$ cat src/rtl/bus_round_robin_arbiter_pkg.sv
// Shared types and constants for the four-master round-robin bus arbiter.
package bus_round_robin_arbiter_pkg;

  typedef logic [1:0] bus_arb_state_t;
  typedef logic [1:0] bus_owner_t;
  typedef logic [7:0] bus_arb_count_t;

  localparam bus_arb_state_t BUS_ARB_IDLE     = 2'd0;
  localparam bus_arb_state_t BUS_ARB_OWN      = 2'd1;
  localparam bus_arb_state_t BUS_ARB_HANDOVER = 2'd2;

  // Active-low one-cold grant vector for a given owner index.
  function automatic logic [3:0] grant_vec(input bus_owner_t owner);
    return ~(4'b0001 << owner);
  endfunction

endpackage

$ cat src/rtl/bus_round_robin_arbiter_if.sv
// Shared-bus request/grant and transaction-boundary signals, all active-low.
interface bus_round_robin_arbiter_if;
  logic master0_request_;
  logic master1_request_;
  logic master2_request_;
  logic master3_request_;
  logic master0_grant_;
  logic master1_grant_;
  logic master2_grant_;
  logic master3_grant_;
  logic bus_address_strobe_;
  logic bus_ready_;

  modport master (
    output master0_request_, master1_request_, master2_request_, master3_request_,
    output bus_address_strobe_, bus_ready_,
    input  master0_grant_, master1_grant_, master2_grant_, master3_grant_
  );

  modport slave (
    input  master0_request_, master1_request_, master2_request_, master3_request_,
    input  bus_address_strobe_, bus_ready_,
    output master0_grant_, master1_grant_, master2_grant_, master3_grant_
  );
endinterface

$ cat src/rtl/bus_round_robin_picker.sv
// Combinational round-robin winner search starting just after the last owner.
module bus_round_robin_picker
  import bus_round_robin_arbiter_pkg::*;
(
  input  logic [3:0] request_n,
  input  bus_owner_t last_owner,
  output bus_owner_t winner,
  output logic       valid
);

  bus_owner_t idx;

  // Scan last_owner+1 .. last_owner+4 so the previous owner is considered last.
  always_comb begin
    winner = last_owner;
    valid  = 1'b0;
    idx    = last_owner;
    for (int i = 1; i <= 4; i++) begin
      idx = last_owner + 2'(i);
      if (!valid && !request_n[idx]) begin
        winner = idx;
        valid  = 1'b1;
      end
    end
  end

endmodule

$ cat src/rtl/bus_round_robin_arbiter.sv
// Round-robin bus arbiter with per-owner hold limit and stalled-slave watchdog.
module bus_round_robin_arbiter
  import bus_round_robin_arbiter_pkg::*;
#(
  parameter int HOLD_LIMIT = 16,
  parameter int TIMEOUT    = 255
) (
  input  logic                        clock,
  input  logic                        reset,
  bus_round_robin_arbiter_if.slave    bus,
  output bus_owner_t                  bus_owner,
  output logic                        bus_busy,
  output logic                        bus_timeout,
  output bus_owner_t                  timeout_owner
);

  localparam bus_arb_count_t HOLD_MAX    = bus_arb_count_t'(HOLD_LIMIT);
  localparam bus_arb_count_t TIMEOUT_MAX = bus_arb_count_t'(TIMEOUT);

  bus_arb_state_t state;
  bus_arb_count_t hold_count;
  bus_arb_count_t wait_count;
  bus_arb_count_t wait_next;
  logic [3:0]     request_n;
  logic [3:0]     grant_n;
  bus_owner_t     winner;
  logic           winner_valid;
  logic           waiting;
  logic           boundary;
  logic           others_req;
  logic           watchdog_hit;
  logic           voluntary_release;

  assign request_n = {bus.master3_request_, bus.master2_request_,
                      bus.master1_request_, bus.master0_request_};

  assign bus.master0_grant_ = grant_n[0];
  assign bus.master1_grant_ = grant_n[1];
  assign bus.master2_grant_ = grant_n[2];
  assign bus.master3_grant_ = grant_n[3];
  assign bus_busy           = ~&grant_n;

  bus_round_robin_picker u_picker (
    .request_n  (request_n),
    .last_owner (bus_owner),
    .winner     (winner),
    .valid      (winner_valid)
  );

  always_comb begin
    waiting           = !bus.bus_address_strobe_ && bus.bus_ready_;
    boundary          = bus.bus_address_strobe_ || !bus.bus_ready_;
    wait_next         = wait_count + 8'd1;
    watchdog_hit      = waiting && (wait_next == TIMEOUT_MAX);
    others_req        = |(~request_n & ~(4'b0001 << bus_owner));
    voluntary_release = boundary &&
                        (request_n[bus_owner] || ((hold_count == HOLD_MAX) && others_req));
  end

  always_ff @(posedge clock or negedge reset) begin
    if (!reset) begin
      state         <= BUS_ARB_IDLE;
      grant_n       <= 4'b1111;
      bus_owner     <= 2'd3;
      bus_timeout   <= 1'b0;
      timeout_owner <= 2'd0;
      hold_count    <= '0;
      wait_count    <= '0;
    end else begin
      bus_timeout <= 1'b0;
      case (state)
        BUS_ARB_IDLE, BUS_ARB_HANDOVER: begin
          if (winner_valid) begin
            grant_n    <= grant_vec(winner);
            bus_owner  <= winner;
            // The grant cycle itself is the first owned cycle.
            hold_count <= 8'd1;
            wait_count <= '0;
            state      <= BUS_ARB_OWN;
          end else begin
            state <= BUS_ARB_IDLE;
          end
        end
        BUS_ARB_OWN: begin
          if (watchdog_hit || voluntary_release) begin
            if (watchdog_hit) begin
              bus_timeout   <= 1'b1;
              timeout_owner <= bus_owner;
            end
            grant_n    <= 4'b1111;
            hold_count <= '0;
            wait_count <= '0;
            state      <= BUS_ARB_HANDOVER;
          end else begin
            if (hold_count != HOLD_MAX) hold_count <= hold_count + 8'd1;
            wait_count <= waiting ? wait_next : 8'd0;
          end
        end
        default: begin
          grant_n <= 4'b1111;
          state   <= BUS_ARB_IDLE;
        end
      endcase
    end
  end

endmodule

$ cat src/flat_wrapper.sv
// flat-port wrapper written by rule: the top's interface ports become plain ports
module bus_round_robin_arbiter_flat import bus_round_robin_arbiter_pkg::*;
#(
  parameter int HOLD_LIMIT = 16,
  parameter int TIMEOUT    = 255
)
  (clock, reset, bus_owner, bus_busy, bus_timeout, timeout_owner, bus_master0_request_, bus_master1_request_, bus_master2_request_, bus_master3_request_, bus_bus_address_strobe_, bus_bus_ready_, bus_master0_grant_, bus_master1_grant_, bus_master2_grant_, bus_master3_grant_);
  bus_round_robin_arbiter_if bus_i ();
  input  logic clock;
  input  logic reset;
  output bus_owner_t bus_owner;
  output logic bus_busy;
  output logic bus_timeout;
  output bus_owner_t timeout_owner;
  input wire logic [$bits(bus_i.master0_request_)-1:0] bus_master0_request_;
  input wire logic [$bits(bus_i.master1_request_)-1:0] bus_master1_request_;
  input wire logic [$bits(bus_i.master2_request_)-1:0] bus_master2_request_;
  input wire logic [$bits(bus_i.master3_request_)-1:0] bus_master3_request_;
  input wire logic [$bits(bus_i.bus_address_strobe_)-1:0] bus_bus_address_strobe_;
  input wire logic [$bits(bus_i.bus_ready_)-1:0] bus_bus_ready_;
  output wire logic [$bits(bus_i.master0_grant_)-1:0] bus_master0_grant_;
  output wire logic [$bits(bus_i.master1_grant_)-1:0] bus_master1_grant_;
  output wire logic [$bits(bus_i.master2_grant_)-1:0] bus_master2_grant_;
  output wire logic [$bits(bus_i.master3_grant_)-1:0] bus_master3_grant_;
  assign bus_i.master0_request_ = bus_master0_request_;
  assign bus_i.master1_request_ = bus_master1_request_;
  assign bus_i.master2_request_ = bus_master2_request_;
  assign bus_i.master3_request_ = bus_master3_request_;
  assign bus_i.bus_address_strobe_ = bus_bus_address_strobe_;
  assign bus_i.bus_ready_ = bus_bus_ready_;
  assign bus_master0_grant_ = bus_i.master0_grant_;
  assign bus_master1_grant_ = bus_i.master1_grant_;
  assign bus_master2_grant_ = bus_i.master2_grant_;
  assign bus_master3_grant_ = bus_i.master3_grant_;
  bus_round_robin_arbiter #(.HOLD_LIMIT(HOLD_LIMIT), .TIMEOUT(TIMEOUT)) u_core (.clock(clock), .reset(reset), .bus(bus_i), .bus_owner(bus_owner), .bus_busy(bus_busy), .bus_timeout(bus_timeout), .timeout_owner(timeout_owner));
endmodule
$ cat config.mk
export PLATFORM = sky130hd
export DESIGN_NAME = bus_round_robin_arbiter_flat
export DESIGN_NICKNAME = d
export VERILOG_FILES = /design/src/rtl/bus_round_robin_arbiter_pkg.sv /design/src/rtl/bus_round_robin_arbiter_if.sv /design/src/rtl/bus_round_robin_picker.sv /design/src/rtl/bus_round_robin_arbiter.sv /design/src/flat_wrapper.sv
export SDC_FILE = /design/constraint.sdc
export NUM_CORES = 1
export LEC_CHECK = 0
export CAP_MARGIN = 20
export CELL_PAD_IN_SITES_DETAIL_PLACEMENT = 1
export CELL_PAD_IN_SITES_GLOBAL_PLACEMENT = 1
export CORE_AREA = 2 2 73 68
export DETAILED_ROUTE_END_ITERATION = 8
export DIE_AREA = 0 0 75 70
export GPL_TIMING_DRIVEN = 1
export PLACE_DENSITY = 0.81
export SYNTH_ARGS = -nofsm -noshare
export SYNTH_HDL_FRONTEND = slang
export SYNTH_SLANG_ARGS = --single-unit
$ cat constraint.sdc
create_clock -name clock -period 5.04 [get_ports clock]
set_clock_uncertainty 0.2 [all_clocks]
set_input_delay 0.504 -clock clock [delete_from_list [all_inputs] [get_ports clock]]
set_output_delay 0.504 -clock clock [all_outputs]
set_load 0.05 [all_outputs]
==> results.tsv <==
metric	value	unit
Num CTS Buffers	3	
post-synthesis sequential area ratio	39.6	%
critical path class	reg -> reg	
Crit Path Max Fanout	17	
Layout Nets	208	
hold crit path type	reg -> reg	
#FFs+latches synth	27	
area growth from synthesis to layout	15.7	%
outcome	complete, no violations	
share of synthesized registers carrying an async set or reset	100	%
I/O Pins	18	
count of different cell masters after synthesis	53	
final worst path period need	3.17	ns
Die ar.	0.00525	mm2
routed length per instance	15.5	um
clock power share	11.9	%
Setup crit end kind	flop	
CTS Hold Buffers Added	0	
area of the multi-input gates	976	um2
Top delay family on crit path	compound AO/OA/AOI/OAI gates	
cell count after placement	252	
Core Box Area	0.00459	mm2
CP cell instances	inv_1 -> ha_1 -> nand2_1 -> a21oi_1 -> a211o_1 -> o31ai_4 -> inv_1 -> a31oi_1	
CP max stage delay	0.74	ns
Rows	24	
worst hold slack	0.314	ns
stages on the worst setup path	8	
Power Internal	550	uW
GPL Wtd Cong	0.839	
RSZ-0062 raised after global routing	no	
first-pass GRT wire length	6830	um
Final Cell Area	0.00200	mm2
CTS resizes	0	
Syn. warnings	0	
Die Y	70	um
combinational cell fraction of total power	56.1	%
Setup Buffers After CTS	0	
Final ANT Viol Nets	0	
Fill cells	539	
Worst Path Buf+Inv	2	
CP required	5.03	ns
top post-synthesis cells by count	dfrtp_1 (21), nand2_1 (13), a21oi_1 (11), o21ai_0 (11)	
layout cell share with drive strength beyond 1	13.6	%
Main synth FF type	dfrtp_1	
Vias/cell	5.55	
mean post-synth cell area	9.86	um2
Remaining DRCs	0	
Clock Sinks	27	
Yosys top cell area share	30.5	%
Net Sw Frac	47.3	%
CTS Root Cell	clkbuf_8	
count leader, synth	dfrtp_1	
cell taking the most area after synthesis	dfrtp_1	
vias in the first global route	1468	
Initial DRT Pass Iterations	4	
initial antenna violation count	0	
setup slack after layout	1.87	ns
WHS Path Cells	1	
Finished Layout Cells	256	
Hold Vio Cnt, Final	0	
final worst path period share	62.9	%
GRT overflow	0	
crit path launch type	flop	
cell count after synthesis	175	
synth top area cells	dfrtp_1 (30%), dfstp_2 (9.1%), ha_1 (5.8%)	
cell leakage power	0.000804	uW
Initial Util	37.6	%
pwr/cell area	523	mW/mm2
CP max-delay cell	dfstp_2	
total wire length	3960	um
Slew Limit Headroom	59.4	%
share of power burned in registers	32.1	%
Worst-Skew Late Latency	0.27	ns
final setup TNS	0	ns
die width	75	um
cell repeated most along the worst path	inv_1	
Post-synth EDFFs	0	
final setup vio count	0	
Syn Nets	191	
CP Data Arrival Time	3.16	ns
Netlist Area Pre-Place	0.00173	mm2
via count	1420	
Antenna Cells	0	
DP HPWL	2910	um
IO buf count	17	
TritonCTS clock tree	yes	
post-placement cell area	0.00195	mm2
clk slew on worst S/H paths	0.09	ns
register area	683	um2
pin count of the biggest net entering global routing	28	
R2R cell count	8	
worst vdd ir	0.000293	V
maximum operating frequency	316	MHz
worst-margin pin slew	0.605	ns
H-Tree Level Count	1	
fin. max-slew vios	0	
max_cap viols	0	
Psw	494	uW
Post-Place Setup Slack	1.87	ns
Clock Tree Buf Depth	2	
Starting DRT DRC Count	67	
total track usage	16.3	%
logic make-up after synthesis:
family,Yosys count,synth area share [%]
flops,27,39.6
compound gates,57,24.7
fa+ha+maj,8,5.80
mux,6,5.22
xor+xnor,4,2.03
simple gates,58,18.9
buf+inv,15,3.84
per-layer routing:
metal,vias up,global-route usage (%),share of wire [%]
li1,686,-,-
met1,714,23.7,50
met2,16,25.9,47
met3,4,1.73,2.3
met4,0,3.57,0.88
met5,-,0,0
through the flow:
stage          total power (uW)  utilization (%)
2_1_floorplan               777                -
3_3_place_gp                906             42.5
3_5_place_dp                922             42.5
4_1_cts                    1050             43.5
5_1_grt                    1130             43.5
6_report                   1040             43.5
sequential cells by signal, summed over array words and instances, names as in the netlist:
| signal | flops |
|---|---|
| u_core.hold_count | 8 |
| u_core.wait_count | 8 |
| u_core.grant_n | 4 |
| u_core.bus_owner | 2 |
| u_core.state | 2 |
| u_core.timeout_owner | 2 |
| u_core.bus_timeout | 1 |
power by group through the flow:
stage | clock network, uW | logic (uW) | registers, uW
finish | 124 | 586 | 335
global route | 136 | 647 | 345
CTS | 128 | 590 | 334
detailed placement | 0 | 585 | 337
global placement | 0 | 570 | 335
floorplan | 0 | 404 | 373
placed cells by master, fill, tap and decap left out, types with 6 or more instances in the layout:
cell	netlist	routed
dfrtp_1	21	21
clkdlybuf4s50_1	0	17
nand2_1	13	13
o21ai_0	11	11
a21oi_1	11	11
inv_1	9	9
nor2_1	9	9
ha_1	8	8
nand3_1	7	7
and3_1	7	7
a31oi_1	7	7
nand2b_1	6	6
dfstp_2	6	6
area by class of cell:
class                      instances  area share, %
clock buffer                       4           2.26
inverter                           9           1.69
multi-input combinational        133           48.9
sequential                        27           34.2
tap                               65           4.07
timing repair buffer              18           8.90
worst paths after layout:
| kind | start | endpoint | slack (ns) |
|---|---|---|---|
| worst max-delay path | u_core.bus_owner[0] | u_core.hold_count[3] | 1.87 |
| worst min-delay path | u_core.wait_count[4] | u_core.wait_count[4] | 0.31 |
| worst max register to register | u_core.bus_owner[0] | u_core.hold_count[3] | 1.87 |
| worst min register to register | u_core.wait_count[4] | u_core.wait_count[4] | 0.31 |
| max in group asynchronous | reset | u_core.bus_owner[0] | 3.94 |
| min in group asynchronous | reset | u_core.wait_count[3] | 0.40 |
No activity file was read; power rests on OpenSTA's default activity.
